--- src/rtl/hyperbus_pkg.sv ---
// -----------------------------------------------------------------------------
// hyperbus_pkg
// Shared types and constants for the HyperBus controller request path.
//   NumChipsMax        : widest chip-select vector carried by the sub-burst type
//   LenWidth           : width of word-count fields
//   hyperbus_sub_req_t : one chip-local sub-burst (chip, offset, len, write, last)
//   split_state_e      : chip splitter FSM states
//   min_u32            : unsigned 32-bit minimum helper
// -----------------------------------------------------------------------------
package hyperbus_pkg;

  localparam int unsigned NumChipsMax = 2;
  localparam int unsigned LenWidth    = 16;

  typedef struct packed {
    logic [NumChipsMax-1:0] chip;
    logic [31:0]            offset;
    logic [LenWidth-1:0]    len;
    logic                   write;
    logic                   last;
  } hyperbus_sub_req_t;

  typedef enum logic [1:0] {
    ST_IDLE,
    ST_DECODE,
    ST_ISSUE
  } split_state_e;

  function automatic logic [31:0] min_u32(input logic [31:0] a, input logic [31:0] b);
    return (a < b) ? a : b;
  endfunction

endpackage

--- src/rtl/hyperbus_chip_splitter_if.sv ---
// -----------------------------------------------------------------------------
// hyperbus_chip_splitter_if
// Request and sub-burst channels of the chip splitter.
//   req_* : linear word-burst request (valid/ready)
//   sub_* : chip-local sub-burst (valid/ready)
// Modports:
//   slave  : the splitter (consumes requests, produces sub-bursts)
//   master : the surrounding logic (produces requests, consumes sub-bursts)
// -----------------------------------------------------------------------------
interface hyperbus_chip_splitter_if #(
  parameter int unsigned NumChips = 2,
  parameter int unsigned LenWidth = 16
);

  logic                req_valid_i;
  logic                req_ready_o;
  logic [31:0]         req_addr_i;
  logic [LenWidth-1:0] req_len_i;
  logic                req_write_i;

  logic                sub_valid_o;
  logic                sub_ready_i;
  logic [NumChips-1:0] sub_chip_o;
  logic [31:0]         sub_offset_o;
  logic [LenWidth-1:0] sub_len_o;
  logic                sub_write_o;
  logic                sub_last_o;

  modport slave (
    input  req_valid_i, req_addr_i, req_len_i, req_write_i, sub_ready_i,
    output req_ready_o, sub_valid_o, sub_chip_o, sub_offset_o, sub_len_o,
           sub_write_o, sub_last_o
  );

  modport master (
    output req_valid_i, req_addr_i, req_len_i, req_write_i, sub_ready_i,
    input  req_ready_o, sub_valid_o, sub_chip_o, sub_offset_o, sub_len_o,
           sub_write_o, sub_last_o
  );

endinterface

--- src/rtl/hyperbus_chip_decode.sv ---
// -----------------------------------------------------------------------------
// hyperbus_chip_decode
// Combinational address-to-chip decoder.
//   i_addr   : byte address to decode
//   i_ranges : per-chip [0] start (inclusive) / [1] end (exclusive)
//   o_match  : one-hot selected chip (lowest matching index)
//   o_valid  : some range matched
//   o_start  : start of the selected range
//   o_end    : end of the selected range
// -----------------------------------------------------------------------------
module hyperbus_chip_decode #(
  parameter int unsigned NumChips = 2
) (
  input  logic [31:0]                      i_addr,
  input  logic [NumChips-1:0][1:0][31:0]   i_ranges,
  output logic [NumChips-1:0]              o_match,
  output logic                             o_valid,
  output logic [31:0]                      o_start,
  output logic [31:0]                      o_end
);

  always_comb begin
    // NOTE: every combinational output gets a default first so no path leaves it unassigned (no latch).
    o_match = '0;
    o_valid = 1'b0;
    o_start = '0;
    o_end   = '0;
    // Scan from the top down so the lowest matching index overwrites last.
    // An empty or inverted range (end <= start) can never satisfy both compares.
    for (int i = NumChips - 1; i >= 0; i--) begin
      if ((i_addr >= i_ranges[i][0]) && (i_addr < i_ranges[i][1])) begin
        o_match    = '0;
        o_match[i] = 1'b1;
        o_valid    = 1'b1;
        o_start    = i_ranges[i][0];
        o_end      = i_ranges[i][1];
      end
    end
  end

endmodule

--- src/rtl/hyperbus_chip_splitter.sv ---
// -----------------------------------------------------------------------------
// hyperbus_chip_splitter
// Splits linear word-burst requests into sub-bursts that stay inside one chip
// range and never exceed MaxBurstWords words.
//   clk_i             : clock
//   rst_i             : synchronous active-high reset
//   chip_addr_range_i : per-chip [start, end) byte ranges, sampled live
//   bus               : request / sub-burst channels (slave side)
//   err_o             : one-cycle pulse on unmapped address or zero length
// -----------------------------------------------------------------------------
module hyperbus_chip_splitter
  import hyperbus_pkg::*;
#(
  parameter int unsigned NumChips      = 2,
  parameter int unsigned MaxBurstWords = 256,
  parameter int unsigned LenWidth      = 16
) (
  input  logic                           clk_i,
  input  logic                           rst_i,
  input  logic [NumChips-1:0][1:0][31:0] chip_addr_range_i,
  hyperbus_chip_splitter_if.slave        bus,
  output logic                           err_o
);

  split_state_e        r_state;
  split_state_e        w_next_state;
  logic [31:0]         r_cur_addr;
  logic [LenWidth-1:0] r_remaining;
  logic                r_write;
  hyperbus_sub_req_t   r_sub;
  logic                r_err;

  logic [NumChips-1:0] w_match;
  logic                w_hit;
  logic [31:0]         w_start;
  logic [31:0]         w_end;
  logic [31:0]         w_room;
  logic [31:0]         w_chunk;
  logic                w_dec_err;
  logic                w_req_fire;
  logic                w_sub_fire;

  hyperbus_chip_decode #(.NumChips(NumChips)) u_decode (
    .i_addr   (r_cur_addr),
    .i_ranges (chip_addr_range_i),
    .o_match  (w_match),
    .o_valid  (w_hit),
    .o_start  (w_start),
    .o_end    (w_end)
  );

  assign w_req_fire = bus.req_valid_i & bus.req_ready_o;
  assign w_sub_fire = bus.sub_valid_o & bus.sub_ready_i;

  // Words left before the range end; only meaningful on a hit, where end > cur_addr.
  always_comb begin
    w_room    = (w_end - r_cur_addr) >> 1;
    w_chunk   = min_u32(min_u32(32'(r_remaining), 32'(MaxBurstWords)), w_room);
    // A zero chunk also covers an odd end one byte past cur_addr: nothing fits.
    w_dec_err = !w_hit || (r_remaining == '0) || (w_chunk == '0);
  end

  // State register
  always_ff @(posedge clk_i) begin
    if (rst_i) r_state <= ST_IDLE;
    else       r_state <= w_next_state;
  end

  // Next-state logic
  always_comb begin
    w_next_state = r_state;
    unique case (r_state)
      ST_IDLE:   if (w_req_fire) w_next_state = ST_DECODE;
      ST_DECODE: w_next_state = w_dec_err ? ST_IDLE : ST_ISSUE;
      ST_ISSUE:  if (w_sub_fire) w_next_state = r_sub.last ? ST_IDLE : ST_DECODE;
      default:   w_next_state = ST_IDLE;
    endcase
  end

  // Request bookkeeping and the registered sub-burst.
  // NOTE: sequential state uses <= so every register samples pre-edge values regardless of statement order.
  always_ff @(posedge clk_i) begin
    if (rst_i) begin
      // NOTE: every register here is reset; the sub_* outputs must read zero out of reset.
      r_cur_addr  <= '0;
      r_remaining <= '0;
      r_write     <= 1'b0;
      r_sub       <= '0;
      r_err       <= 1'b0;
    end else begin
      r_err <= 1'b0;
      unique case (r_state)
        ST_IDLE: begin
          if (w_req_fire) begin
            r_cur_addr  <= bus.req_addr_i & ~32'd1;
            r_remaining <= bus.req_len_i;
            r_write     <= bus.req_write_i;
          end
        end
        ST_DECODE: begin
          if (w_dec_err) begin
            r_err <= 1'b1;
          end else begin
            r_sub.chip   <= NumChipsMax'(w_match);
            r_sub.offset <= r_cur_addr - w_start;
            r_sub.len    <= hyperbus_pkg::LenWidth'(w_chunk);
            r_sub.write  <= r_write;
            r_sub.last   <= (w_chunk == 32'(r_remaining));
          end
        end
        ST_ISSUE: begin
          if (w_sub_fire) begin
            r_remaining <= r_remaining - LenWidth'(r_sub.len);
            r_cur_addr  <= r_cur_addr + (32'(r_sub.len) << 1);
          end
        end
        default: ;
      endcase
    end
  end

  // Outputs. Ready stays low during the error pulse so a new request is
  // accepted only after the error has been seen downstream.
  always_comb begin
    bus.req_ready_o = (r_state == ST_IDLE) & ~rst_i & ~r_err;
    bus.sub_valid_o = (r_state == ST_ISSUE);
    err_o           = r_err;
  end

  assign bus.sub_chip_o   = NumChips'(r_sub.chip);
  assign bus.sub_offset_o = r_sub.offset;
  assign bus.sub_len_o    = LenWidth'(r_sub.len);
  assign bus.sub_write_o  = r_sub.write;
  assign bus.sub_last_o   = r_sub.last;

endmodule
--- src/flat_wrapper.sv ---
// flat-port wrapper written by rule: the top's interface ports become plain ports
module hyperbus_chip_splitter_flat import hyperbus_pkg::*;
#(
  parameter int unsigned NumChips      = 2,
  parameter int unsigned MaxBurstWords = 256,
  parameter int unsigned LenWidth      = 16
)
  (clk_i, rst_i, chip_addr_range_i, err_o, bus_req_valid_i, bus_req_addr_i, bus_req_len_i, bus_req_write_i, bus_sub_ready_i, bus_req_ready_o, bus_sub_valid_o, bus_sub_chip_o, bus_sub_offset_o, bus_sub_len_o, bus_sub_write_o, bus_sub_last_o);
  hyperbus_chip_splitter_if #(.NumChips(NumChips), .LenWidth(LenWidth)) bus_i ();
  input  logic clk_i;
  input  logic rst_i;
  input  logic [NumChips-1:0][1:0][31:0] chip_addr_range_i;
  output logic err_o;
  input wire logic [$bits(bus_i.req_valid_i)-1:0] bus_req_valid_i;
  input wire logic [$bits(bus_i.req_addr_i)-1:0] bus_req_addr_i;
  input wire logic [$bits(bus_i.req_len_i)-1:0] bus_req_len_i;
  input wire logic [$bits(bus_i.req_write_i)-1:0] bus_req_write_i;
  input wire logic [$bits(bus_i.sub_ready_i)-1:0] bus_sub_ready_i;
  output wire logic [$bits(bus_i.req_ready_o)-1:0] bus_req_ready_o;
  output wire logic [$bits(bus_i.sub_valid_o)-1:0] bus_sub_valid_o;
  output wire logic [$bits(bus_i.sub_chip_o)-1:0] bus_sub_chip_o;
  output wire logic [$bits(bus_i.sub_offset_o)-1:0] bus_sub_offset_o;
  output wire logic [$bits(bus_i.sub_len_o)-1:0] bus_sub_len_o;
  output wire logic [$bits(bus_i.sub_write_o)-1:0] bus_sub_write_o;
  output wire logic [$bits(bus_i.sub_last_o)-1:0] bus_sub_last_o;
  assign bus_i.req_valid_i = bus_req_valid_i;
  assign bus_i.req_addr_i = bus_req_addr_i;
  assign bus_i.req_len_i = bus_req_len_i;
  assign bus_i.req_write_i = bus_req_write_i;
  assign bus_i.sub_ready_i = bus_sub_ready_i;
  assign bus_req_ready_o = bus_i.req_ready_o;
  assign bus_sub_valid_o = bus_i.sub_valid_o;
  assign bus_sub_chip_o = bus_i.sub_chip_o;
  assign bus_sub_offset_o = bus_i.sub_offset_o;
  assign bus_sub_len_o = bus_i.sub_len_o;
  assign bus_sub_write_o = bus_i.sub_write_o;
  assign bus_sub_last_o = bus_i.sub_last_o;
  hyperbus_chip_splitter #(.NumChips(NumChips), .MaxBurstWords(MaxBurstWords), .LenWidth(LenWidth)) u_core (.clk_i(clk_i), .rst_i(rst_i), .chip_addr_range_i(chip_addr_range_i), .bus(bus_i), .err_o(err_o));
endmodule
--- config.mk ---
export PLATFORM = sky130hd
export DESIGN_NAME = hyperbus_chip_splitter_flat
export DESIGN_NICKNAME = d
export VERILOG_FILES = /design/src/rtl/hyperbus_pkg.sv /design/src/rtl/hyperbus_chip_splitter_if.sv /design/src/rtl/hyperbus_chip_decode.sv /design/src/rtl/hyperbus_chip_splitter.sv /design/src/flat_wrapper.sv
export SDC_FILE = /design/constraint.sdc
export NUM_CORES = 1
export LEC_CHECK = 0
export BUFFER_PORTS_ARGS = -buffer_cell sky130_fd_sc_hd__buf_2
export CORE_MARGIN = 3
export CORE_UTILIZATION = 59
export CTS_CLUSTER_DIAMETER = 150
export CTS_CLUSTER_SIZE = 10
export DETAILED_ROUTE_END_ITERATION = 6
export HOLD_SLACK_MARGIN = 0.1
export PLACE_DENSITY = 0.86
export SLEW_MARGIN = 25
export SYNTH_ARGS = -nofsm -noshare
export SYNTH_HDL_FRONTEND = slang
export SYNTH_SLANG_ARGS = --single-unit
--- constraint.sdc ---
create_clock -name clk_i -period 9.2 [get_ports clk_i]
set_input_delay 0.46 -clock clk_i [delete_from_list [all_inputs] [get_ports clk_i]]
set_output_delay 0.46 -clock clk_i [all_outputs]
set_load 0.05 [all_outputs]
; ---- After elaboration in Yosys (flattened, before gate mapping)
; Cells that the tools add are included.
[totals]
reg_bits = 104
in_bits = 181
out_inout_bits = 55
[classes]
add_sub_neg = 4
n_lt_le_gt_ge = 6
eq_ne = 5
muxes = 22
bitwise_logic = 8
reduce_logical = 14
[ops]
columns = operator, count
row1 = $mux W32, 7
row2 = $ge A32 B32 Y1, 2
row3 = $lt A32 B32 Y1, 2
row4 = $pmux W32 S2, 1
row5 = $sub A32 B32 Y32, 2
row6 = $mux W16, 3
row7 = $add A32 B17 Y32, 1
row8 = $eq A32 B16 Y1, 1
row9 = $logic_not A32 Y1, 1
row10 = $lt A32 B31 Y1, 1
row11 = $pmux W16 S2, 1
row12 = $logic_not A16 Y1, 1
row13 = $lt A16 B9 Y1 const B, 1
row14 = $sub A16 B16 Y16, 1
row15 = $mux W2, 5
row16 = $pmux W2 S3, 1
row17 = $reduce_and A2 Y1, 3
row18 = $and A1 B1 Y1, 4
row19 = $mux W1, 4
row20 = $not A1 Y1, 4
row21 = $reduce_and A3 Y1, 1
row22 = $eq A2 B1 Y1 const B, 1
row23 = $eq A2 B2 Y1 const B, 1
row24 = $logic_and A1 B1 Y1, 2
row25 = other kinds (7), 8

; ---- Longest topological paths before layout
; Gate-level depths: netlist of the first run.
[depth]
depth_word = 11
mapped_depth = 37

; ---- Cells and area by module
; Synthesis of the first run repeated with hierarchy kept, for this count alone.
[hier_totals]
cells_unflattened = 1915
hier_area_um2 = 14084.8
[by_module_without_submodules]
columns = mod, instances, cells_each, area_per_inst_um2, seq_area_each_um2
row1 = hyperbus_chip_splitter, 1, 1330, 9965.8, 2062.0
row2 = hyperbus_chip_decode, 1, 585, 4119.0, 0.0

; ---- Worst setup path after synthesis of the first run
; No wires, ideal clock.
[synth_timing]
kind = input -> register
from = input chip_addr_range_i[94] (netlist name)
to = register u_core.r_sub (netlist bit u_core.bus.sub_len_o[10])
setup_time_ps = 128
arrival_ps = 6770
t_required_ps = 9072
path_slack_ps = 2303
cell_stages = 34
path_cell_list = inv_1 > ha_1 > nand4_1 > or4_1 > o211ai_1 > or3b_1 > a211oi_1 > clkbuf_1 > clkbuf_1 > a22o_1 > ha_1 > nor2b_1 > o31a_1 > o221ai_2 > a21boi_0 > o21ai_0 > nand2b_1 > xnor2_1 > ha_1 > and4_1 > and2_1 > nand3_1 > o31ai_1 > o221ai_1 > a31oi_1 > o2111ai_1 > nor4_1 > nand4b_1 > nor2_2 > a211oi_2 > buf_4 > buf_6 > mux2i_1 > nor2_1
[synth_via]
elab_chain_cells = 11
[synth_lines]
columns = item, line
row1 = "start, declared", flat_wrapper.sv:12  ; input logic [NumChips-1:0][1:0][31:0] chip_addr_range_i;
row2 = $ge A32 B32 Y1 *, hyperbus_chip_decode.sv:31  ; if ((i_addr >= i_ranges[i][0]) && (i_addr < i_ranges[i][1])) begin
row3 = $logic_and A1 B1 Y1 *, hyperbus_chip_decode.sv:31
row4 = $mux W32 (2 in a row), hyperbus_chip_decode.sv:31
row5 = $sub A32 B32 Y32, hyperbus_chip_splitter.sv:57  ; w_room = (w_end - r_cur_addr) >> 1;
row6 = $lt A32 B31 Y1, hyperbus_pkg.sv:30  ; return (a < b) ? a : b;
row7 = $mux W32, hyperbus_pkg.sv:30
row8 = $logic_not A32 Y1, hyperbus_chip_splitter.sv:60  ; w_dec_err = !w_hit || (r_remaining == '0) || (w_chunk == '0);
row9 = $logic_or A1 B1 Y1, hyperbus_chip_splitter.sv:60
row10 = $not A1 Y1 (no line), n/a
row11 = $reduce_and A2 Y1 (no line), n/a
row12 = "end, declared", hyperbus_chip_splitter.sv:30  ; hyperbus_sub_req_t r_sub;
; Every way passes the cells marked *; elsewhere a longest branch is shown, timed or not.
; A chain may end at the register's enable or synchronous reset.

; ---- Worst setup path in the final report of the first run
[layout_timing]
from = register u_core.r_cur_addr[27]
to = register u_core.r_sub (netlist bit u_core.bus.sub_len_o[9])
[layout_via]
elab_chain_cells = 11
[layout_lines]
columns = item, line
row1 = "start, declared", hyperbus_chip_splitter.sv:27  ; logic [31:0] r_cur_addr;
row2 = "start signal, assigned", hyperbus_chip_splitter.sv:95  ; r_cur_addr <= bus.req_addr_i & ~32'd1;
row3 = "start signal, assigned", hyperbus_chip_splitter.sv:114  ; r_cur_addr <= r_cur_addr + (32'(r_sub.len) << 1);
row4 = $ge A32 B32 Y1 / $lt A32 B32 Y1 (equally long branches), hyperbus_chip_decode.sv:31
row5 = $logic_and A1 B1 Y1, hyperbus_chip_decode.sv:31
row6 = $mux W32 (2 in a row), hyperbus_chip_decode.sv:31
row7 = $sub A32 B32 Y32, hyperbus_chip_splitter.sv:57
row8 = $lt A32 B31 Y1, hyperbus_pkg.sv:30
row9 = $mux W32, hyperbus_pkg.sv:30
row10 = $logic_not A32 Y1, hyperbus_chip_splitter.sv:60
row11 = $logic_or A1 B1 Y1, hyperbus_chip_splitter.sv:60
row12 = $not A1 Y1 (no line), n/a
row13 = $reduce_and A2 Y1 (no line), n/a
; Several ways; a longest one is shown, not always the timed one.

==> flow_summary_export.csv, run 1 <==
group,metric,value,unit
status,outcome,"finished clean",
worst_setup_path,rr_startpoint,"u_core.r_cur_addr[27]",
sta,setup_viol_count_final,0,
worst_setup_path,startpoint,"u_core.r_cur_addr[27]",
sta,timing_hold_violations_final,0,
yosys,synth_top_area_share,21.53,%
yosys,yosysUniqueCellTypes,82,
sta,post-route-period-util,91.91,%
die,pin_count,236,
clocking,clock_sinks,103,
power,ir_drop,0.00009809,V
final_layout,seq_area,2062,um2
die,die_w,156.9,um
yosys,yosys_warnings,0,
clocking,numCtsBuffers,9,
clocking,path_clk_slew,0.08,ns
global_routing,grt_usage,33.56,%
detailed_routing,vias,14300,
final_layout,nNetsFinal,2401,
global_routing,antenna_found_initial,1,
worst_setup_path,cp-start-kind,"flop",
yosys,async_reset_ff_share,0,%
final_layout,multi_input_area,10330,um2
detailed_routing,drcViolationCount,0,
place,gp_congestion,0.9639,
sta,rsz0062_at_grt,"no",
power,pwr-share-clk,22.0,%
yosys,ys_ff_latch,103,
final_layout,layout.cells.non_filler,2271,
detailed_routing,wl,42710,um
worst_setup_path,crit_required,9.43,ns
sta,fmax,118.3,MHz
yosys,synthesis.area,13430,um2
worst_setup_path,endpoint_kind,"flop",
place,placed_cells,2255,
clocking,worstSkewPairLatency,0.36,ns
global_routing,grt_pass1_wl,67130,um
power,power.density,135.6,nW/um2
clocking,cts_htree_levels,3,
yosys,yosys.area.top_type,"ha_1",
place,port_buffers,234,
die,rows,54,
hold_path,min_path_type,"input port to flop",
global_routing,grt-ovfl-total,0,
sta,worst_slew_pin_slew,0.9697,ns
clocking,cts_tree,"yes",
yosys,synth_area_per_cell,7.547,um2
job,cap_viol_max_count,0,
clocking,cts-root-buf,"clkbuf_16",
clocking,clockBufferDepth,2,
power,power_frac_comb,53.5,%
detailed_routing,wl_per_cell,18.80,um
detailed_routing,routed_via_density,6.295,
sta,hold_ws,0.3436,ns
yosys,synth_edf_count,0,
die,coreArea,22090,um2
detailed_routing,first_iter_violations,1201,
final_layout,antenna-diode-count,0,
yosys,synthCells,1779,
sta,finClkSkew,0.01059,ns
sta,fin_crit,8.456,ns
final_layout,num-fill-cells,1842,
sta,tns,0,ns
detailed_routing,first_pass_iters,6,
power,internal_power,1192,uW
worst_setup_path,crit_type,"flop to flop",
worst_setup_path,slowest_stage,"a211oi_4",
clocking,post_cts_buffers,0,
global_routing,grt_max_degree,66,
die,die_h,156.9,um
yosys,synthFlopType,"dfxtp_1",
power,total_power,2069,uW
final_layout,fin_util,69.06,%
die,initial_core_util,60.77,%
hold_path,min_from,"bus_req_write_i",
worst_setup_path,critPathMaxFanout,19,
final_layout,drive_gt1_share,15.12,%
clocking,cts-resized-gates,0,
worst_setup_path,critical-path-max-stage-delay,0.66,ns
yosys,yosysSeqAreaShare,15.36,%
final_layout,area.growth.synth_to_final,13.64,%
yosys,ys_top_cells_by_area,"ha_1 22%, dfxtp_1 15%, inv_1 6.0%, a21o_1 4.6%, a21oi_1 4.4%",
sta,relSlewSlack,33.68,%
power,total_leakage_power,0.007770,uW
worst_setup_path,cp.arrival,8.68,ns
power,p_sw,877.5,uW
global_routing,grt_pass1_vias,13570,
clocking,ctsHoldBuffers,0,
sta,finalMaxSlewViolations,0,
die,die-area,24600,um2
place,post-dp-hpwl,34290,um
power,p_seq_share,24.5,%
power,switching_share,42.40,%
detailed_routing,antenna_left,0,
==> layout make-up <==
class,count,area share (%)
multi-input combinational,1398,67.68
clock buffer,10,1.501
tap,280,2.296
inverter,215,5.289
sequential,103,13.51
clock inverter,6,0.7134
timing repair buffer,259,9.004
==> Yosys cell counts, types with 7 or more instances <==
| library cell | instances |
|---|---|
| nand2_1 | 108 |
| o21bai_1 | 13 |
| a211oi_1 | 41 |
| a21boi_0 | 8 |
| a22oi_1 | 34 |
| o21ai_0 | 63 |
| nor2b_1 | 12 |
| xnor2_1 | 52 |
| clkbuf_1 | 60 |
| a22o_1 | 31 |
| and4_1 | 11 |
| or3_1 | 8 |
| o31ai_1 | 8 |
| ha_1 | 231 |
| o22ai_1 | 7 |
| nand2b_1 | 14 |
| nor4_1 | 19 |
| o21a_1 | 15 |
| nand4_1 | 34 |
| dfxtp_1 | 103 |
| nand3_1 | 30 |
| a21oi_1 | 119 |
| o211ai_1 | 11 |
| nor3_1 | 35 |
| and3_1 | 14 |
| xor2_1 | 28 |
| a2111oi_0 | 10 |
| or2_2 | 14 |
| a31oi_1 | 21 |
| a311oi_1 | 23 |
| a21o_1 | 82 |
| inv_1 | 214 |
| mux2i_1 | 39 |
| nor2_1 | 145 |
| and2_1 | 21 |
==> layout by cell type (no fill, tap or decap), types with 35 or more instances in the layout <==
master    count
a211oi_1     40
a21o_1       82
a21oi_1     118
buf_2       233
dfxtp_1     103
ha_1        231
inv_1       214
mux2i_1      39
nand2_1     108
nor2_1      145
nor3_1       35
o21ai_0      63
xnor2_1      52
==> sequential cells by signal, summed over array words and instances, names as in the netlist <==
signal,cells
u_core.bus.sub_offset_o,32
u_core.r_cur_addr,31
u_core.bus.sub_len_o,16
u_core.r_remaining,16
u_core.bus.sub_chip_o,2
u_core.r_state,2
u_core.bus.sub_last_o,1
u_core.bus.sub_write_o,1
u_core.err_o,1
u_core.r_write,1
==> kinds of logic after synthesis <==
group,count (synthesis),share of synthesized area [%]
xor+xnor,80,5.219
other cells,1,0.02793
simple gates,490,18.00
buf+inv,284,8.154
compound gates,547,28.27
flops,103,15.36
mux,40,2.991
fa+ha+maj,234,21.97
==> critical path: cells and delay by family, from the launching register on <==
family,cells,cell delay [ns]
adder cells (fa/ha/maj),3,0.93
AO/OA/AOI/OAI,13,3.67
AND/OR/NAND/NOR,11,1.76
XOR/XNOR,1,0.36
buffers and inverters,3,0.76
multiplexers,1,0.21
flip-flops,1,0.61
==> power groups by stage <==
stage	registers [uW]	clock network (uW)	logic, uW
finish	507	455	1110
CTS	504	458	1080
detailed placement	514	0	1070
global placement	513	0	1040
global route	508	472	1230
floorplan	512	0	793
==> through the flow <==
| step | worst slack (ns) | instance area (um2) |
|---|---|---|
| 2_1_floorplan | 2.303 | 13450 |
| 3_3_place_gp | 1.147 | 14920 |
| 3_5_place_dp | 1.011 | 14920 |
| 4_1_cts | 0.9508 | 15260 |
| 5_1_grt | 0.4718 | 15260 |
| 6_report | 0.7440 | 15260 |
==> layer usage <==
| metal | global-route usage [%] | share of wire [%] |
|---|---|---|
| met1 | 46.08 | 44 |
| met2 | 53.31 | 44 |
| met3 | 6.554 | 9.5 |
| met4 | 10.09 | 2.7 |
| met5 | 0 | 0.030 |
==> path summary, 6_finish.rpt <==
| path | endpoint | slack (ns) | depth (start not counted) |
|---|---|---|---|
| max reg2reg | u_core.bus.sub_len_o[9] | 0.74 | 32 |
| max | u_core.bus.sub_len_o[9] | 0.74 | 32 |
| min | u_core.r_write | 0.34 | 3 |
| min reg2reg | u_core.bus.sub_offset_o[25] | 0.47 | 2 |
(Power assumes the default switching activity.)
==> run 2: changes to the inputs <==
==> constraint.sdc (replaced) <==
create_clock -name clk_i -period 9.2 [get_ports clk_i]
set_input_delay 1.84 -clock clk_i [delete_from_list [all_inputs] [get_ports clk_i]]
set_output_delay 1.84 -clock clk_i [all_outputs]
set_load 0.05 [all_outputs]
==> flow_summary_export.csv, run 2 (synthesis gave the netlist of run 1 again) <==
group,metric,value,unit
clocking,ctsHoldBuffers,0,
job,cap_viol_max_count,0,
power,power_frac_comb,54.5,%
status,outcome,"finished clean",
detailed_routing,first_iter_violations,1267,
clocking,worstSkewPairLatency,0.38,ns
place,placed_cells,2268,
clocking,path_clk_slew,0.07,ns
power,p_seq_share,24.5,%
place,dpl_worst_slack,0.2944,ns
hold_path,hold_path_end,"u_core.r_write",
clocking,cts-resized-gates,0,
sta,fin_crit,8.718,ns
final_layout,largest_reg_flops,32,
worst_setup_path,reg2reg_to,"u_core.bus.sub_offset_o[16]",
clocking,clock_sinks,103,
power,ir_drop,0.0001023,V
detailed_routing,routed_via_density,6.248,
final_layout,final_cell_mix,"233 x buf_2, 231 x ha_1, 214 x inv_1, 145 x nor2_1, 118 x a21oi_1",
worst_setup_path,cp.arrival,8.94,ns
sta,fin_ws,0.4824,ns
clocking,clockBufferDepth,2,
power,switching_share,42.70,%
power,internal_power,1198,uW
hold_path,min_from,"u_core.r_write",
place,place_area,15020,um2
final_layout,final_area,15340,um2
clocking,cts_htree_levels,3,
sta,fmax,114.7,MHz
global_routing,grt_usage,34.10,%
sta,tns,0,ns
die,coreArea,22090,um2
final_layout,area.growth.synth_to_final,14.25,%
place,port_buffers,234,
detailed_routing,vias,14270,
sta,rsz0062_at_grt,"no",
final_layout,antenna-diode-count,0,
worst_setup_path,path_buf_inv,6,
worst_setup_path,cp-start-kind,"input port",
die,die_h,156.9,um
worst_setup_path,slowest_stage,"or4_1",
final_layout,drive_gt1_share,15.72,%
worst_setup_path,rr_worst_depth,33,
die,rows,54,
final_layout,final_common_cell,"buf_2",
clocking,cts_tree,"yes",
worst_setup_path,cp_top_family,"simple AND/OR/NAND/NOR gates",
final_layout,nNetsFinal,2414,
hold_path,whs_path_depth,2,
place,gp_congestion,0.9962,
global_routing,grt_max_degree,64,
sta,post-route-period-util,94.76,%
sta,timing_hold_violations_final,0,
detailed_routing,drcViolationCount,0,
global_routing,grt-ovfl-total,0,
die,pin_count,236,
global_routing,antenna_found_initial,1,
worst_setup_path,crit_type,"input port to flop",
worst_setup_path,critPathMaxFanout,29,
power,power.density,136.3,nW/um2
power,p_sw,892.7,uW
place,post-dp-hpwl,34950,um
detailed_routing,first_pass_iters,6,
worst_setup_path,rrSetupSlack,1.54,ns
sta,worst_slew_pin_slew,0.9072,ns
final_layout,fin_util,69.43,%
power,total_leakage_power,0.007812,uW
clocking,cts-root-buf,"clkbuf_16",
detailed_routing,wl,43460,um
worst_setup_path,rr_startpoint,"u_core.r_cur_addr[1]",
detailed_routing,antenna_left,0,
final_layout,num-fill-cells,1858,
clocking,post_cts_buffers,0,
power,pwr-share-clk,21.0,%
worst_setup_path,crit_required,9.42,ns
global_routing,grt_pass1_wl,67810,um
sta,setup_viol_count_final,0,
sta,relSlewSlack,39.15,%
hold_path,min_path_type,"flop to flop",
sta,finalMaxSlewViolations,0,
final_layout,layout.cells.non_filler,2284,
detailed_routing,wl_per_cell,19.03,um
global_routing,grt_pass1_vias,13540,
worst_setup_path,endpoint_kind,"flop",
die,initial_core_util,60.77,%
worst_setup_path,critical-path-max-stage-delay,0.55,ns
sta,finClkSkew,0.01470,ns
die,die_w,156.9,um
die,die-area,24600,um2
clocking,numCtsBuffers,9,
-- run 2: changes by cell type in the layout (fill, tap and decap cells not counted), sizes merged --
cell,before,now
clkbuf,10,9
clkinvlp,0,3
buf,259,272
clkinv,4,2
bufinv,3,2
inv,214,215
-- run 2: area by class of cell --
class / count / area (um2) / area share (%)
Sequential cell: 103 / 2062 / 13.44
Multi-Input combinational cell: 1398 / 10330 / 67.32
Clock inverter: 7 / 96.34 / 0.6281
Inverter: 215 / 807.0 / 5.261
Tap cell: 280 / 350.3 / 2.284
Timing Repair Buffer: 272 / 1471 / 9.592
Clock buffer: 9 / 225.2 / 1.468
-- run 2: worst max-delay path by stage --
stage / startpoint / end / depth (start not counted)
6_report: chip_addr_range_i[94] / u_core.bus.sub_offset_o[16] / 34
5_1_grt: chip_addr_range_i[94] / u_core.bus.sub_last_o / 34
4_1_cts: chip_addr_range_i[127] / u_core.bus.sub_offset_o[16] / 34
3_5_place_dp: chip_addr_range_i[94] / u_core.bus.sub_last_o / 35
3_3_place_gp: chip_addr_range_i[127] / u_core.bus.sub_last_o / 34
2_1_floorplan: chip_addr_range_i[94] / u_core.bus.sub_len_o[10] / 34
-- run 2: stage by stage --
stage / total power [uW] / hold slack (ns)
2_1_floorplan: 1305 / 0.4360
3_3_place_gp: 1602 / 0.4428
3_5_place_dp: 1623 / 0.4523
4_1_cts: 2063 / 0.4624
5_1_grt: 2220 / 0.4907
6_report: 2091 / 0.4630
-- run 2: tightest hold or removal path, cell delays in order, from the launching register on --
cell and delay, ns:
dfxtp_1 0.32, nand2_1 0.05, a21oi_1 0.05
-- run 2: power groups by stage --
stage	Combinational (uW)	Clock (uW)	Sequential (uW)
5_1_grt	1250	453	515
6_report	1140	438	513
3_5_place_dp	1100	0	520
3_3_place_gp	1080	0	519
4_1_cts	1120	438	509
2_1_floorplan	793	0	512
-- run 2: layer usage --
metal  GRT usage, %  share of wire (%)  vias to the layer above
li1               -                  -                     6928
met5              0              0.016                        -
met2          54.70                 44                      614
met1          45.91                 43                     6636
met3          7.992                9.9                       91
met4          9.379                2.6                        2
==> run 3: changes to the inputs <==
ABC_AREA = 1   (was not set)
PLACE_DENSITY = 0.85   (was 0.86)
==> flow_summary_export.csv, run 3 <==
group,metric,value,unit
worst_setup_path,critPathMaxFanout,21,
yosys,synth_edf_count,0,
clocking,cts_htree_levels,3,
sta,timing_hold_violations_final,0,
final_layout,num-fill-cells,2221,
yosys,synthCells,2365,
clocking,clockBufferDepth,2,
global_routing,grt-ovfl-total,0,
detailed_routing,wl,49790,um
yosys,async_reset_ff_share,0,%
die,rows,56,
die,coreArea,23680,um2
final_layout,drive_gt1_share,11.87,%
sta,rsz0062_at_grt,"no",
final_layout,largest_reg_flops,32,
power,ir_drop,0.00009811,V
clocking,clock_sinks,103,
power,switching_share,52.03,%
power,power_frac_comb,62.6,%
status,outcome,"finished clean",
worst_setup_path,cp-start-kind,"input port",
worst_setup_path,endpoint_kind,"flop",
yosys,yosysSeqAreaShare,14.34,%
final_layout,layout.cells.non_filler,2899,
yosys,ys_top_cells_by_area,"ha_1 20%, nand2_1 15%, dfxtp_1 14%, inv_1 10%, a21oi_1 7.7%",
yosys,yosys.area.top_type,"ha_1",
sta,fmax,117.6,MHz
clocking,cts_tree,"yes",
worst_setup_path,crit_required,9.46,ns
power,total_leakage_power,0.009280,uW
global_routing,antenna_found_initial,3,
yosys,ys_top_cells_by_count,"565 x nand2_1, 395 x inv_1, 262 x nor2_1, 231 x ha_1, 222 x a21oi_1",
yosys,yosysUniqueCellTypes,53,
global_routing,grt_usage,36.21,%
sta,tns,0,ns
power,internal_power,1185,uW
job,cap_viol_max_count,0,
clocking,path_clk_slew,0.07,ns
final_layout,area.growth.synth_to_final,12.28,%
clocking,numCtsBuffers,9,
yosys,yosysMostFrequentCell,"nand2_1",
sta,worst_slew_pin_slew,1.086,ns
power,p_sw,1285,uW
worst_setup_path,slowest_stage,"nor2_2",
sta,finalMaxSlewViolations,0,
sta,finClkSkew,0.02112,ns
global_routing,grt_pass1_vias,15450,
global_routing,grt_max_degree,65,
detailed_routing,routed_via_density,5.711,
detailed_routing,vias,16560,
yosys,ys_ff_latch,103,
power,p_seq_share,21.7,%
sta,setup_viol_count_final,0,
final_layout,nNetsFinal,2989,
worst_setup_path,cp.arrival,8.76,ns
die,pin_count,236,
yosys,synth_area_per_cell,6.082,um2
final_layout,final_cell_mix,"565 x nand2_1, 395 x inv_1, 260 x nor2_1, 234 x buf_2, 231 x ha_1",
clocking,cts-root-buf,"clkbuf_16",
yosys,yosys_warnings,0,
place,placed_cells,2881,
detailed_routing,first_iter_violations,1562,
clocking,ctsHoldBuffers,0,
hold_path,min_path_type,"flop to flop",
final_layout,final_common_cell,"nand2_1",
place,post-dp-hpwl,40710,um
worst_setup_path,critical-path-max-stage-delay,0.49,ns
detailed_routing,drcViolationCount,0,
die,die_h,162.1,um
sta,post-route-period-util,92.41,%
yosys,synthFlopType,"dfxtp_1",
place,gp_congestion,1.035,
detailed_routing,wl_per_cell,17.17,um
yosys,synthesis.area,14380,um2
die,die-area,26290,um2
worst_setup_path,crit_top_cell,"nand2_1",
detailed_routing,first_pass_iters,7,
global_routing,grt_pass1_wl,76830,um
detailed_routing,antenna_left,0,
power,power.density,152.9,nW/um2
die,initial_core_util,60.74,%
place,port_buffers,234,
power,pwr-share-clk,15.7,%
yosys,synth_top_area_share,20.09,%
sta,fin_crit,8.501,ns
sta,relSlewSlack,27.63,%
die,die_w,162.1,um
final_layout,fin_util,68.20,%
worst_setup_path,crit_type,"input port to flop",
clocking,worstSkewPairLatency,0.37,ns
==> run 3: changes by cell type after synthesis, moves of 31 or more <==
cell      previous run  this run
nor2_1             145       262
a211oi_1            41        10
mux2i_1             39         0
a21o_1              82         8
a22o_1              31         0
xnor2_1             52        19
nand3_1             30        69
nand2_1            108       565
a21oi_1            119       222
inv_1              214       395
==> run 3: cells by family after synthesis <==
| kind of cell | share of synthesized area (%) |
|---|---|
| buffers and inverters | 12.63 |
| AOI/OAI and AO/OA | 19.34 |
| xor gates and xnor gates | 4.262 |
| and+or+nand+nor | 28.90 |
| other | 0.02607 |
| DFF | 14.34 |
| adders and majority gates | 20.51 |
==> run 3: through the flow <==
| stage | area [um2] | total power, uW | hold WS (ns) | setup WS (ns) |
|---|---|---|---|---|
| final | 16150 | 2470 | 0.4744 | 0.6986 |
| after detailed placement | 15850 | 2041 | 0.4617 | 0.2732 |
| after floorplan | 14410 | 1636 | 0.4400 | 2.299 |
| after CTS | 16130 | 2428 | 0.4725 | 0.6283 |
| after global placement | 15840 | 2011 | 0.4506 | 0.2899 |
| after global routing | 16150 | 2669 | 0.5039 | 0.1332 |
==> run 3: layout make-up <==
| cell class | instances | area, um2 | area share, % |
|---|---|---|---|
| clock inverters | 6 | 57.56 | 0.3564 |
| clock buffers | 9 | 225.2 | 1.394 |
| well taps | 319 | 399.1 | 2.471 |
| repair buffers | 246 | 1286 | 7.964 |
| inverters | 415 | 1560 | 9.661 |
| flip-flops and latches | 103 | 2062 | 12.77 |
| diodes | 2 | 5.005 | 0.03099 |
| multi-input cells | 1799 | 10560 | 65.35 |
==> run 3: power by group through the flow <==
stage	logic (uW)	registers (uW)	clock network (uW)
2_1_floorplan	1090	546	0
3_3_place_gp	1470	541	0
3_5_place_dp	1500	542	0
4_1_cts	1510	532	388
5_1_grt	1730	538	402
6_report	1550	536	387
==> run 3: worst paths after layout <==
| path | from | end | slack (ns) | depth (start not counted) |
|---|---|---|---|---|
| max | chip_addr_range_i[67] | u_core.bus.sub_offset_o[28] | 0.70 | 45 |
| min | u_core.r_write | u_core.r_write | 0.47 | 2 |
| max reg2reg | u_core.r_cur_addr[1] | u_core.bus.sub_offset_o[28] | 1.57 | 45 |
| min reg2reg | u_core.r_write | u_core.r_write | 0.47 | 2 |
==> run 3: repair_timing <==
action / in CTS / in global routing
setup endpoints to repair: 0 / 43
resized for setup: 0 / 1
buffers inserted: 0 / 0
==> run 3: critical path: cells and delay by family <==
family | cells | cell delay (ns)
simple gates | 31 | 4.16
fa+ha+maj | 3 | 0.85
xor+xnor | 1 | 0.15
compound gates | 4 | 0.83
buf+inv | 6 | 0.87
==> run 3: layer usage <==
| layer | share of wire [%] | track usage (%) | vias up |
|---|---|---|---|
| li1 | - | - | 8170 |
| met1 | 42 | 47.28 | 7484 |
| met2 | 45 | 59.06 | 766 |
| met3 | 8.9 | 6.478 | 134 |
| met4 | 4.1 | 14.97 | 2 |
| met5 | 0.026 | 0 | - |
